### src/rtl/buffer_pkg.sv
// Shared defaults and index/data types for the packet output buffer.
package buffer_pkg;
  localparam int NUM_SLOTS_D = 4;
  localparam int DEPTH_D     = 16;
  localparam int DATA_W_D    = 8;
  localparam int LEN_W_D     = $clog2(DEPTH_D + 1);
  localparam int SLOT_W_D    = $clog2(NUM_SLOTS_D);
  localparam int WORD_W_D    = $clog2(DEPTH_D);

  typedef logic [SLOT_W_D-1:0] slot_idx_t;
  typedef logic [WORD_W_D-1:0] word_idx_t;
  typedef logic [LEN_W_D-1:0]  len_t;
  typedef logic [DATA_W_D-1:0] data_t;
endpackage

### src/rtl/buffer_slot_mem.sv
// Packet slot storage: NUM_SLOTS x DEPTH words plus a resettable length per slot.
module buffer_slot_mem
  import buffer_pkg::*;
#(
  parameter int NUM_SLOTS = NUM_SLOTS_D,
  parameter int DEPTH     = DEPTH_D,
  parameter int DATA_W    = DATA_W_D,
  parameter int LEN_W     = $clog2(DEPTH + 1)
) (
  input  logic                         clock,
  input  logic                         reset,
  input  logic                         i_clr_en,
  input  logic [$clog2(NUM_SLOTS)-1:0] i_clr_slot,
  input  logic                         i_wr_en,
  input  logic [$clog2(NUM_SLOTS)-1:0] i_wr_slot,
  input  logic [$clog2(DEPTH)-1:0]     i_wr_addr,
  input  logic [DATA_W-1:0]            i_wr_data,
  input  logic [$clog2(NUM_SLOTS)-1:0] i_rd_slot,
  input  logic [$clog2(DEPTH)-1:0]     i_rd_addr,
  output logic [DATA_W-1:0]            o_rd_data,
  output logic [LEN_W-1:0]             o_rd_len,
  output logic [LEN_W-1:0]             o_wr_len
);
  logic [DATA_W-1:0] r_mem [NUM_SLOTS][DEPTH];
  logic [LEN_W-1:0]  r_len [NUM_SLOTS];
  logic [LEN_W-1:0]  w_wr_top;

  assign w_wr_top = LEN_W'(i_wr_addr) + LEN_W'(1);

  always_ff @(posedge clock) begin
    if (i_wr_en) r_mem[i_wr_slot][i_wr_addr] <= i_wr_data;
  end

  // Length tracks the highest index written plus one; opening a slot clears it.
  always_ff @(posedge clock or posedge reset) begin
    if (reset) begin
      for (int i = 0; i < NUM_SLOTS; i++) r_len[i] <= '0;
    end else begin
      if (i_clr_en) r_len[i_clr_slot] <= '0;
      if (i_wr_en && (w_wr_top > r_len[i_wr_slot])) r_len[i_wr_slot] <= w_wr_top;
    end
  end

  assign o_rd_data = r_mem[i_rd_slot][i_rd_addr];
  assign o_rd_len  = r_len[i_rd_slot];
  assign o_wr_len  = r_len[i_wr_slot];
endmodule

### src/rtl/out_buffer_cntr.sv
// Packet-oriented output FIFO: ring of slots opened by the writer, drained in order by the reader.
module out_buffer_cntr
  import buffer_pkg::*;
#(
  parameter int NUM_SLOTS = NUM_SLOTS_D,
  parameter int DEPTH     = DEPTH_D,
  parameter int DATA_W    = DATA_W_D,
  parameter int LEN_W     = $clog2(DEPTH + 1)
) (
  input  logic                     clock,
  input  logic                     reset,
  input  logic                     start_port,
  output logic                     done_port,
  input  logic                     wr_next,
  input  logic                     wr_en,
  input  logic [$clog2(DEPTH)-1:0] wr_addr,
  input  logic [DATA_W-1:0]        wr_data,
  output logic [LEN_W-1:0]         wr_len,
  input  logic                     rd_next,
  input  logic [$clog2(DEPTH)-1:0] rd_addr,
  output logic [DATA_W-1:0]        rd_data,
  output logic [LEN_W-1:0]         rd_len,
  output logic                     full,
  output logic                     empty
);
  localparam int SW = $clog2(NUM_SLOTS);
  localparam int CW = $clog2(NUM_SLOTS + 1);
  localparam logic [CW-1:0] FULL_CNT = CW'(NUM_SLOTS);

  logic [SW-1:0] r_wr_ptr, r_wr_slot, r_rd_ptr, r_rd_slot;
  logic          r_wr_valid, r_rd_valid;
  logic [CW-1:0] r_occ, r_pend;
  logic          w_rd_go, w_free, w_wr_go, w_wr_en;
  logic [CW-1:0] w_occ_adj;
  logic [DATA_W-1:0] w_rd_data;
  logic [LEN_W-1:0]  w_rd_len, w_wr_len;

  // The slot freed by a same-cycle rd_next counts toward room for a new open.
  assign w_rd_go   = start_port & rd_next & (r_pend != '0);
  assign w_free    = w_rd_go & r_rd_valid;
  assign w_occ_adj = r_occ - CW'(w_free);
  assign w_wr_go   = start_port & wr_next & (w_occ_adj != FULL_CNT);
  assign w_wr_en   = start_port & wr_en & r_wr_valid;

  always_ff @(posedge clock or posedge reset) begin
    if (reset) begin
      r_wr_ptr   <= '0;
      r_wr_slot  <= '0;
      r_wr_valid <= 1'b0;
      r_rd_ptr   <= '0;
      r_rd_slot  <= '0;
      r_rd_valid <= 1'b0;
      r_occ      <= '0;
      r_pend     <= '0;
    end else begin
      if (w_wr_go) begin
        r_wr_slot  <= r_wr_ptr;
        r_wr_ptr   <= r_wr_ptr + SW'(1);
        r_wr_valid <= 1'b1;
      end
      if (w_rd_go) begin
        r_rd_slot  <= r_rd_ptr;
        r_rd_ptr   <= r_rd_ptr + SW'(1);
        r_rd_valid <= 1'b1;
      end
      r_occ  <= w_occ_adj + CW'(w_wr_go);
      r_pend <= r_pend + CW'(w_wr_go) - CW'(w_rd_go);
    end
  end

  buffer_slot_mem #(
    .NUM_SLOTS(NUM_SLOTS),
    .DEPTH    (DEPTH),
    .DATA_W   (DATA_W),
    .LEN_W    (LEN_W)
  ) u_mem (
    .clock     (clock),
    .reset     (reset),
    .i_clr_en  (w_wr_go),
    .i_clr_slot(r_wr_ptr),
    .i_wr_en   (w_wr_en),
    .i_wr_slot (r_wr_slot),
    .i_wr_addr (wr_addr),
    .i_wr_data (wr_data),
    .i_rd_slot (r_rd_slot),
    .i_rd_addr (rd_addr),
    .o_rd_data (w_rd_data),
    .o_rd_len  (w_rd_len),
    .o_wr_len  (w_wr_len)
  );

  assign wr_len    = r_wr_valid ? w_wr_len : '0;
  assign rd_len    = r_rd_valid ? w_rd_len : '0;
  assign rd_data   = r_rd_valid ? w_rd_data : '0;
  assign done_port = (r_pend == '0);
  assign full      = (r_occ == FULL_CNT);
  assign empty     = (r_occ == '0);
endmodule

### config.mk
export PLATFORM = sky130hd
export DESIGN_NAME = out_buffer_cntr
export DESIGN_NICKNAME = d
export VERILOG_FILES = /design/src/rtl/buffer_pkg.sv /design/src/rtl/buffer_slot_mem.sv /design/src/rtl/out_buffer_cntr.sv
export SDC_FILE = /design/constraint.sdc
export NUM_CORES = 1
export LEC_CHECK = 0
export CAP_MARGIN = 10
export CORE_UTILIZATION = 60
export CTS_CLUSTER_SIZE = 14
export DETAILED_ROUTE_END_ITERATION = 10
export GPL_TIMING_DRIVEN = 0
export PLACE_DENSITY_LB_ADDON = 0.1
export SYNTH_ARGS = -nofsm -noshare
export SYNTH_HDL_FRONTEND = slang
export SYNTH_SLANG_ARGS = --single-unit
### constraint.sdc
create_clock -name clock -period 6.8 [get_ports clock]
set_input_delay 1.36 -clock clock [delete_from_list [all_inputs] [get_ports clock]]
set_output_delay 1.36 -clock clock [all_outputs]
set_load 0.02 [all_outputs]
==> results.md, run 1 <==
* Leak Pwr at 8.334 nW
* Worst slew margin relative to its limit at 22.99%
* Startpoint type of the worst setup path: input pin
* Antenna violations before repair at 0
* Crit-path max cell delay at 1040 ps
* Mean cell area of the mapped netlist at 19.86 µm²
* Area added between synthesis and finish at 12.49%
* Clock insertion delay at the later pin of the skew report at 610 ps
* Maximum level of the CTS H-tree at 2
* Longest Clk Path Bufs at 3
* Pwr dens at 366.3 nW/µm²
* Number of nets produced by synthesis at 1160
* Via density per instance at 6.550
* Least-Margin Pin Slew at 1126 ps
* Slowest CP cell: a2111oi_0
* Area taken by flip-flops and latches at 16280 µm²
* Post-CTS sizing at 0
* Clock tree from TritonCTS: yes
* Pins Over Slew Limit at 0
* Via count of the first global-routing pass at 11410
* Drt drc at 0
* Share of the yosys chip area belonging to registers at 73.30%
* Placement Rows at 70
* Biggest fanout along the worst timing path at 10
* Register-to-Register Setup Slack at 2730 ps
* Post-Synthesis Cell Area at 22210 µm²
* Clock tree root driver cell: clkbuf_16
* Most common cell type on the critical path: clkdlybuf4s50_1
* Largest area contributor in the synthesized netlist: edfxtp_1
* Data required, critical path at 5440 ps
* Number of filler cells placed in the layout at 2313
* Clk sinks at 548
* Category of the critical setup timing path: input pin to output pin
* Final core utilization at 68.39%
* Worst ir drop on vdd at 0.0002739 V
* Cell-by-cell trace of the critical path: clkdlybuf4s50_1 -> nand2b_1 -> clkbuf_1 -> o22ai_1 -> a2111oi_0 -> a22o_1 -> clkdlybuf4s50_1
* Top flip-flop cell by instance count after synthesis: edfxtp_1
* Number of port buffers at 38
* Wire length of the first global-routing pass at 76540 µm
* Nets@finish at 1262
* Final setup violation count at 0
* Die H at 194.4 µm
* Number of enable flip-flop cells after synthesis at 512
* Worst endpoint data arrival time at 4830 ps
* Number of placed I/O pins at 43
* Number of buffers added to fix hold violations after cts at 0
* Post-Syn Instances at 1118
* Worst Hold Margin at 477.0 ps
* Yosys warning count at 0
* GRT Util Overall at 28.87%
* Top cells by area in the synthesized netlist: edfxtp_1 (69%), mux4_2 (12%), dfrtp_1 (4.1%)
* Core area at 36520 µm²
* Maximum number of pins on one net before global-route repair at 63
* Die area at 37780 µm²
* Fmax at 161.6 MHz
* N_diodes at 0
* Fin crit share at 91.00%
* Unrepaired setup endpoints after global routing: no
* Worst min-delay path class: flop to flop
* Overall via count from detail_route at 11350
* WL per Instance at 30.33 µm
* Worst setup slack before clock tree synthesis at 686.6 ps
* Non-filler instance count after layout at 1733
* Overflow left after global routing at 0
* Area fraction of the dominant cell type after synthesis at 69.24%
* Die outline width at 194.4 µm
* Final Wtd Congestion at 0.9377
* Commonest non-fill, non-tap cell in the layout: edfxtp_1
* Status: finished clean
* Clock-pin slew on the worst setup and hold paths at 60 ps
* Routed WL at 52560 µm
* Effective utilization at floorplan at 60.80%
* Multi-input combinational cell area at 5460 µm²
* CP endpoint kind: output pin
* Max-capacitance violation count at 0
* Number of hold violations in the final report at 0
* Minimum period implied by the final worst setup slack at 6188 ps
* Num CTS Buffers at 54
* Initial drt markers at 1325
* Commonest non-fill, non-tap cells in the layout: edfxtp_1 (512), mux4_2 (116), nor2_1 (73)
* Drt pass-1 iters at 5
* Fin Setup TNS at 0 ps
* Number of nets still failing antenna checks after routing at 0
* Post-CTS setup buffers at 0
* Number of distinct standard cells referenced by the synthesized netlist at 45
* Largest clock skew in the final design at 17.59 ps
* DP Wirelength at 34800 µm
* Placed Cells at 1632
* Synth async-reset ratio at 6.569%
* Share of final-layout standard cells stronger than drive strength 1 at 20.00%
* Setup slack of the critical path after layout at 612.3 ps
* Flip-flop and latch count after synthesis at 548
==> critical path, delay by kind of cell <==
kind / cells / cell delay, ps
AOI/OAI and AO/OA: 3 / 1620
and+or+nand+nor: 1 / 160
buffers and inverters: 3 / 1690
==> area by class of cell <==
cell class                 count  area share (%)
buffer                        56           1.503
clock buffer                  64           5.560
clock inverter                37           1.192
inverter                      25          0.3757
multi-input combinational    489           21.86
sequential                   548           65.16
tap                          468           2.344
timing repair buffer          46           2.004
==> state kept, by name, indices dropped and copies added, names as in the netlist <==
register and count:
r_rd_slot 2, r_wr_valid 1, r_rd_ptr 2, r_wr_slot 2
u_mem.r_len 20, r_pend 3, u_mem.r_mem 512, r_wr_ptr 2
r_occ 3, r_rd_valid 1
==> cell usage after synthesis (4+ instances only) <==
master / number
edfxtp_1: 512
mux4_2: 116
nor2_1: 73
nand2_1: 61
mux2i_1: 42
dfrtp_1: 36
inv_1: 25
mux4_1: 24
ha_1: 19
clkbuf_1: 17
and2_1: 15
buf_2: 15
nand2b_1: 14
nor2b_1: 14
o22ai_1: 14
a211oi_1: 11
nand3_1: 10
o21ai_0: 10
buf_4: 9
o221ai_1: 9
buf_6: 8
a2111oi_0: 6
nor3_1: 6
xnor2_1: 6
a22o_1: 5
a21oi_1: 4
o211ai_1: 4
o21ai_1: 4
==> power breakdown <==
part | switching [mW] | total (mW) | internal [mW]
Clock | 1.24 | 2.86 | 1.61
Combinational | 1.34 | 2.43 | 1.09
Sequential | 0.0679 | 3.86 | 3.79
Total | 2.65 | 9.15 | 6.50
==> per-layer routing <==
layer  part of all wire [%]  up-vias  track usage (%)
met5                      0        -                0
met4                    3.7        0            10.91
met3                    8.6      113            5.084
met2                     47      599            44.06
met1                     41     5878            42.54
li1                       -     4761                -
==> metrics by stage <==
step,total power [mW],cell area [µm²]
2_1_floorplan,5.518,22210
3_3_place_gp,6.338,23170
3_5_place_dp,6.367,23290
4_1_cts,9.201,24980
5_1_grt,9.443,24980
6_report,9.150,24980
==> final timing paths <==
check	from	to	depth (start not counted)
setup / recovery	rd_addr[2]	rd_data[4]	7
min in group asynchronous	reset	r_pend[0]	2
hold / removal	r_rd_ptr[0]	r_rd_ptr[0]	1
setup reg to reg	r_pend[1]	r_pend[2]	16
max in group asynchronous	reset	r_occ[1]	2
hold reg to reg	r_rd_ptr[0]	r_rd_ptr[0]	1
==> cell families after synthesis <==
family	count (synthesis)	share of synthesized area, %
xor+xnor	9	0.3550
fa+ha+maj	20	1.161
buf+inv	81	2.113
simple gates	200	4.034
flops	548	73.30
mux	185	16.65
compound gates	75	2.389
No activity file was read; power rests on OpenSTA's default activity.
==> run 2: changes to the inputs <==
--- a/config.mk
+++ b/config.mk
@@ -7,7 +7,6 @@
 export LEC_CHECK = 0
 export CAP_MARGIN = 10
 export CORE_UTILIZATION = 60
-export CTS_CLUSTER_SIZE = 14
 export DETAILED_ROUTE_END_ITERATION = 10
 export GPL_TIMING_DRIVEN = 0
 export PLACE_DENSITY_LB_ADDON = 0.1
==> run 2 against run 1 <==
- register-to-register slack about the same
- non-clock buffer count unchanged
- first-iteration DRC count is 0.75% higher
- global-route usage rose by 0.070 points
- total power is essentially flat
- count of clock-buffer cells in the layout unchanged
- flip-flop and latch count did not move
- combinational power about the same
- hold slack got worse by 4.4 ps
- via count up 0.13%
- core utilization hardly changed
- final cell count unchanged
==> results.md, run 2 (synthesized netlist as in run 1, its figures left out) <==
* Status: finished clean
* Maximum level of the CTS H-tree at 2 (unchanged)
* Number of hold violations in the final report at 0 (unchanged)
* Fin crit share at 91.68% (+0.68 points)
* Area added between synthesis and finish at 12.49% (about the same)
* Placed Cells at 1632 (unchanged)
* Maximum number of pins on one net before global-route repair at 63 (unchanged)
* N_diodes at 0 (unchanged)
* Minimum period implied by the final worst setup slack at 6234 ps (+46.33 ps)
* Category of the critical setup timing path: input pin to output pin
* Slowest CP cell: a211oi_1
* Pins Over Slew Limit at 0 (unchanged)
* Die outline width at 194.4 µm (unchanged)
* Final core utilization at 68.39% (about the same)
* Cell depth of the worst hold path at 1 (unchanged)
* Cell-by-cell trace of the critical path: clkdlybuf4s50_1 -> clkbuf_1 -> nor2_1 -> nand2_1 -> o22ai_1 -> a211oi_1 -> a22o_1 -> clkdlybuf4s50_1
* Data required, critical path at 5440 ps (about the same)
* Post-CTS sizing at 0 (unchanged)
* Number of buffers added to fix hold violations after cts at 0 (unchanged)
* Overflow left after global routing at 0 (unchanged)
* Effective utilization at floorplan at 60.80% (unchanged)
* Nets@finish at 1262 (unchanged)
* Largest clock skew in the final design at 15.64 ps (-1.949 ps)
* Num CTS Buffers at 54 (unchanged)
* Drt drc at 0 (unchanged)
* Top register by number of flip-flops: u_mem.r_mem
* CP endpoint kind: output pin
* Core area at 36520 µm² (unchanged)
* Worst slew margin relative to its limit at 20.25% (-2.7 points)
* Number of port buffers at 38 (unchanged)
* Clock-pin slew on the worst setup and hold paths at 60 ps (about the same)
* Leak Pwr at 8.338 nW (about the same)
* Longest Clk Path Bufs at 3 (unchanged)
* DP Wirelength at 34800 µm (unchanged)
* Non-filler instance count after layout at 1733 (unchanged)
* Pwr dens at 366.5 nW/µm² (about the same)
* Number of cells on the worst reg-to-reg path at 16 (unchanged)
* FF-to-FF End: r_pend[2]
* Final setup violation count at 0 (unchanged)
* Overall via count from detail_route at 11370 (+0.13%)
* Register-to-Register Setup Slack at 2720 ps (about the same)
* Hold Startpoint: r_rd_ptr[0]
* Most common cell type on the critical path: clkdlybuf4s50_1
* Unrepaired setup endpoints after global routing: no
* Worst ir drop on vdd at 0.0002632 V (-3.9%)
* Placement Rows at 70 (unchanged)
* Drt pass-1 iters at 5 (unchanged)
* Clock tree root driver cell: clkbuf_16
* Number of nets still failing antenna checks after routing at 0 (unchanged)
* Launching point of the worst reg2reg path: r_pend[1]
* Worst min-delay path class: flop to flop
* Biggest fanout along the worst timing path at 10 (unchanged)
* Via count of the first global-routing pass at 11410 (-0.035%)
* Clock tree from TritonCTS: yes
* Least-Margin Pin Slew at 1166 ps (+39.95 ps)
* Fmax at 160.4 MHz (-0.74%)
* Antenna violations before repair at 0 (unchanged)
* Number of placed I/O pins at 43 (unchanged)
* Crit-path max cell delay at 710 ps (-330 ps)
* Design Power at 9.156 mW (about the same)
* Commonest non-fill, non-tap cell in the layout: edfxtp_1
* Commonest non-fill, non-tap cells in the layout: edfxtp_1 (512), mux4_2 (116), nor2_1 (73)
* Routed WL at 52720 µm (+0.31%)
* Startpoint type of the worst setup path: input pin
* Worst endpoint data arrival time at 4870 ps (+40 ps)
* Clock insertion delay at the later pin of the skew report at 610 ps (about the same)
* Fin Setup TNS at 0 ps (unchanged)
* Die H at 194.4 µm (unchanged)
* WL per Instance at 30.42 µm (+0.31%)
* Worst hold path endpoint: r_rd_ptr[0]
* Wire length of the first global-routing pass at 76720 µm (+0.24%)
* Die area at 37780 µm² (unchanged)
* Initial drt markers at 1335 (+0.75%)
* Regs by FF count: u_mem.r_mem (512), u_mem.r_len (20)
* Share of final-layout standard cells stronger than drive strength 1 at 20.00% (unchanged)
* Clk sinks at 548 (unchanged)
* Max-capacitance violation count at 0 (unchanged)
* Post-CTS setup buffers at 0 (unchanged)
* GRT Util Overall at 28.94% (+0.070 points)
* Via density per instance at 6.559 (+0.13%)
* Flip-flop count of the largest register, all copies and words added at 512 (unchanged)
* Final Wtd Congestion at 0.9377 (unchanged)
## run 2: cell types whose count changed in the layout (fill, tap and decap cells not counted)
cell	previous run	this run
clkinv_4	1	2
clkinvlp_4	1	0
## run 2: worst max path at each step
stage                             to  slack (ps)       start
after floorplan           rd_data[6]        2420  rd_addr[0]
after global routing      rd_data[4]         570  rd_addr[2]
after detailed placement  rd_data[4]         690  rd_addr[2]
after CTS                 rd_data[4]         680  rd_addr[2]
final                     rd_data[0]         570  rd_addr[2]
after global placement    rd_data[7]         700  rd_addr[2]
## run 2: critical path, delay by kind of cell
kind / cells / cell delay (ps)
AOI/OAI and AO/OA: 3 / 1130
buffers and inverters: 3 / 1810
and+or+nand+nor: 2 / 570
## run 2: final cells by class
class	instances	area, µm²
Clock buffer	64	1389
Multi-Input combinational cell	489	5460
Buffer	56	375.4
Clock inverter	37	299.0
Fill cell	2321	11540
Tap cell	468	585.6
Inverter	25	93.84
Timing Repair Buffer	46	500.5
Sequential cell	548	16280
## run 2: layer usage
metal	GRT usage, %	share of wire [%]	vias up
met5	0	0	-
met4	12.11	3.8	0
met3	4.078	8.9	104
met2	44.27	47	652
met1	42.78	40	5854
li1	-	-	4756
## run 2: where the power goes
group / internal (mW) / total (mW) / switching (mW) / leakage [nW]
clock network: 1.61 / 2.86 / 1.25 / 0.838
registers: 3.79 / 3.86 / 0.0683 / 5.05
logic: 1.09 / 2.43 / 1.34 / 2.45
total: 6.50 / 9.16 / 2.65 / 8.34
## run 2: per-stage QoR
stage / setup slack, ps / hold WS [ps] / cell area, µm²
2_1_floorplan: 2417 / 439.2 / 22210
3_3_place_gp: 704.0 / 458.9 / 23170
3_5_place_dp: 686.6 / 460.4 / 23290
4_1_cts: 679.9 / 473.7 / 24980
5_1_grt: 573.6 / 506.9 / 24980
6_report: 566.0 / 472.6 / 24980
==> run 3: changes to the inputs <==
==> constraint.sdc (replaced) <==
create_clock -name clock -period 6.8 [get_ports clock]
set_input_delay 0.68 -clock clock [delete_from_list [all_inputs] [get_ports clock]]
set_output_delay 0.68 -clock clock [all_outputs]
set_load 0.02 [all_outputs]
==> results of run 3 <==
Same layout as run 2 (identical final DEF). Status: finished clean.
Among the figures that moved: setup slack after placement 686.6 ps -> 2047 ps; setup slack after layout 566.0 ps -> 1787 ps; hold slack 472.6 ps -> 348.8 ps; start point of the critical path rd_addr[2] -> r_rd_slot[1]; end point of the critical path rd_data[0] -> rd_data[4]; end point of the worst hold path r_rd_ptr[0] -> u_mem.r_mem[2][70]
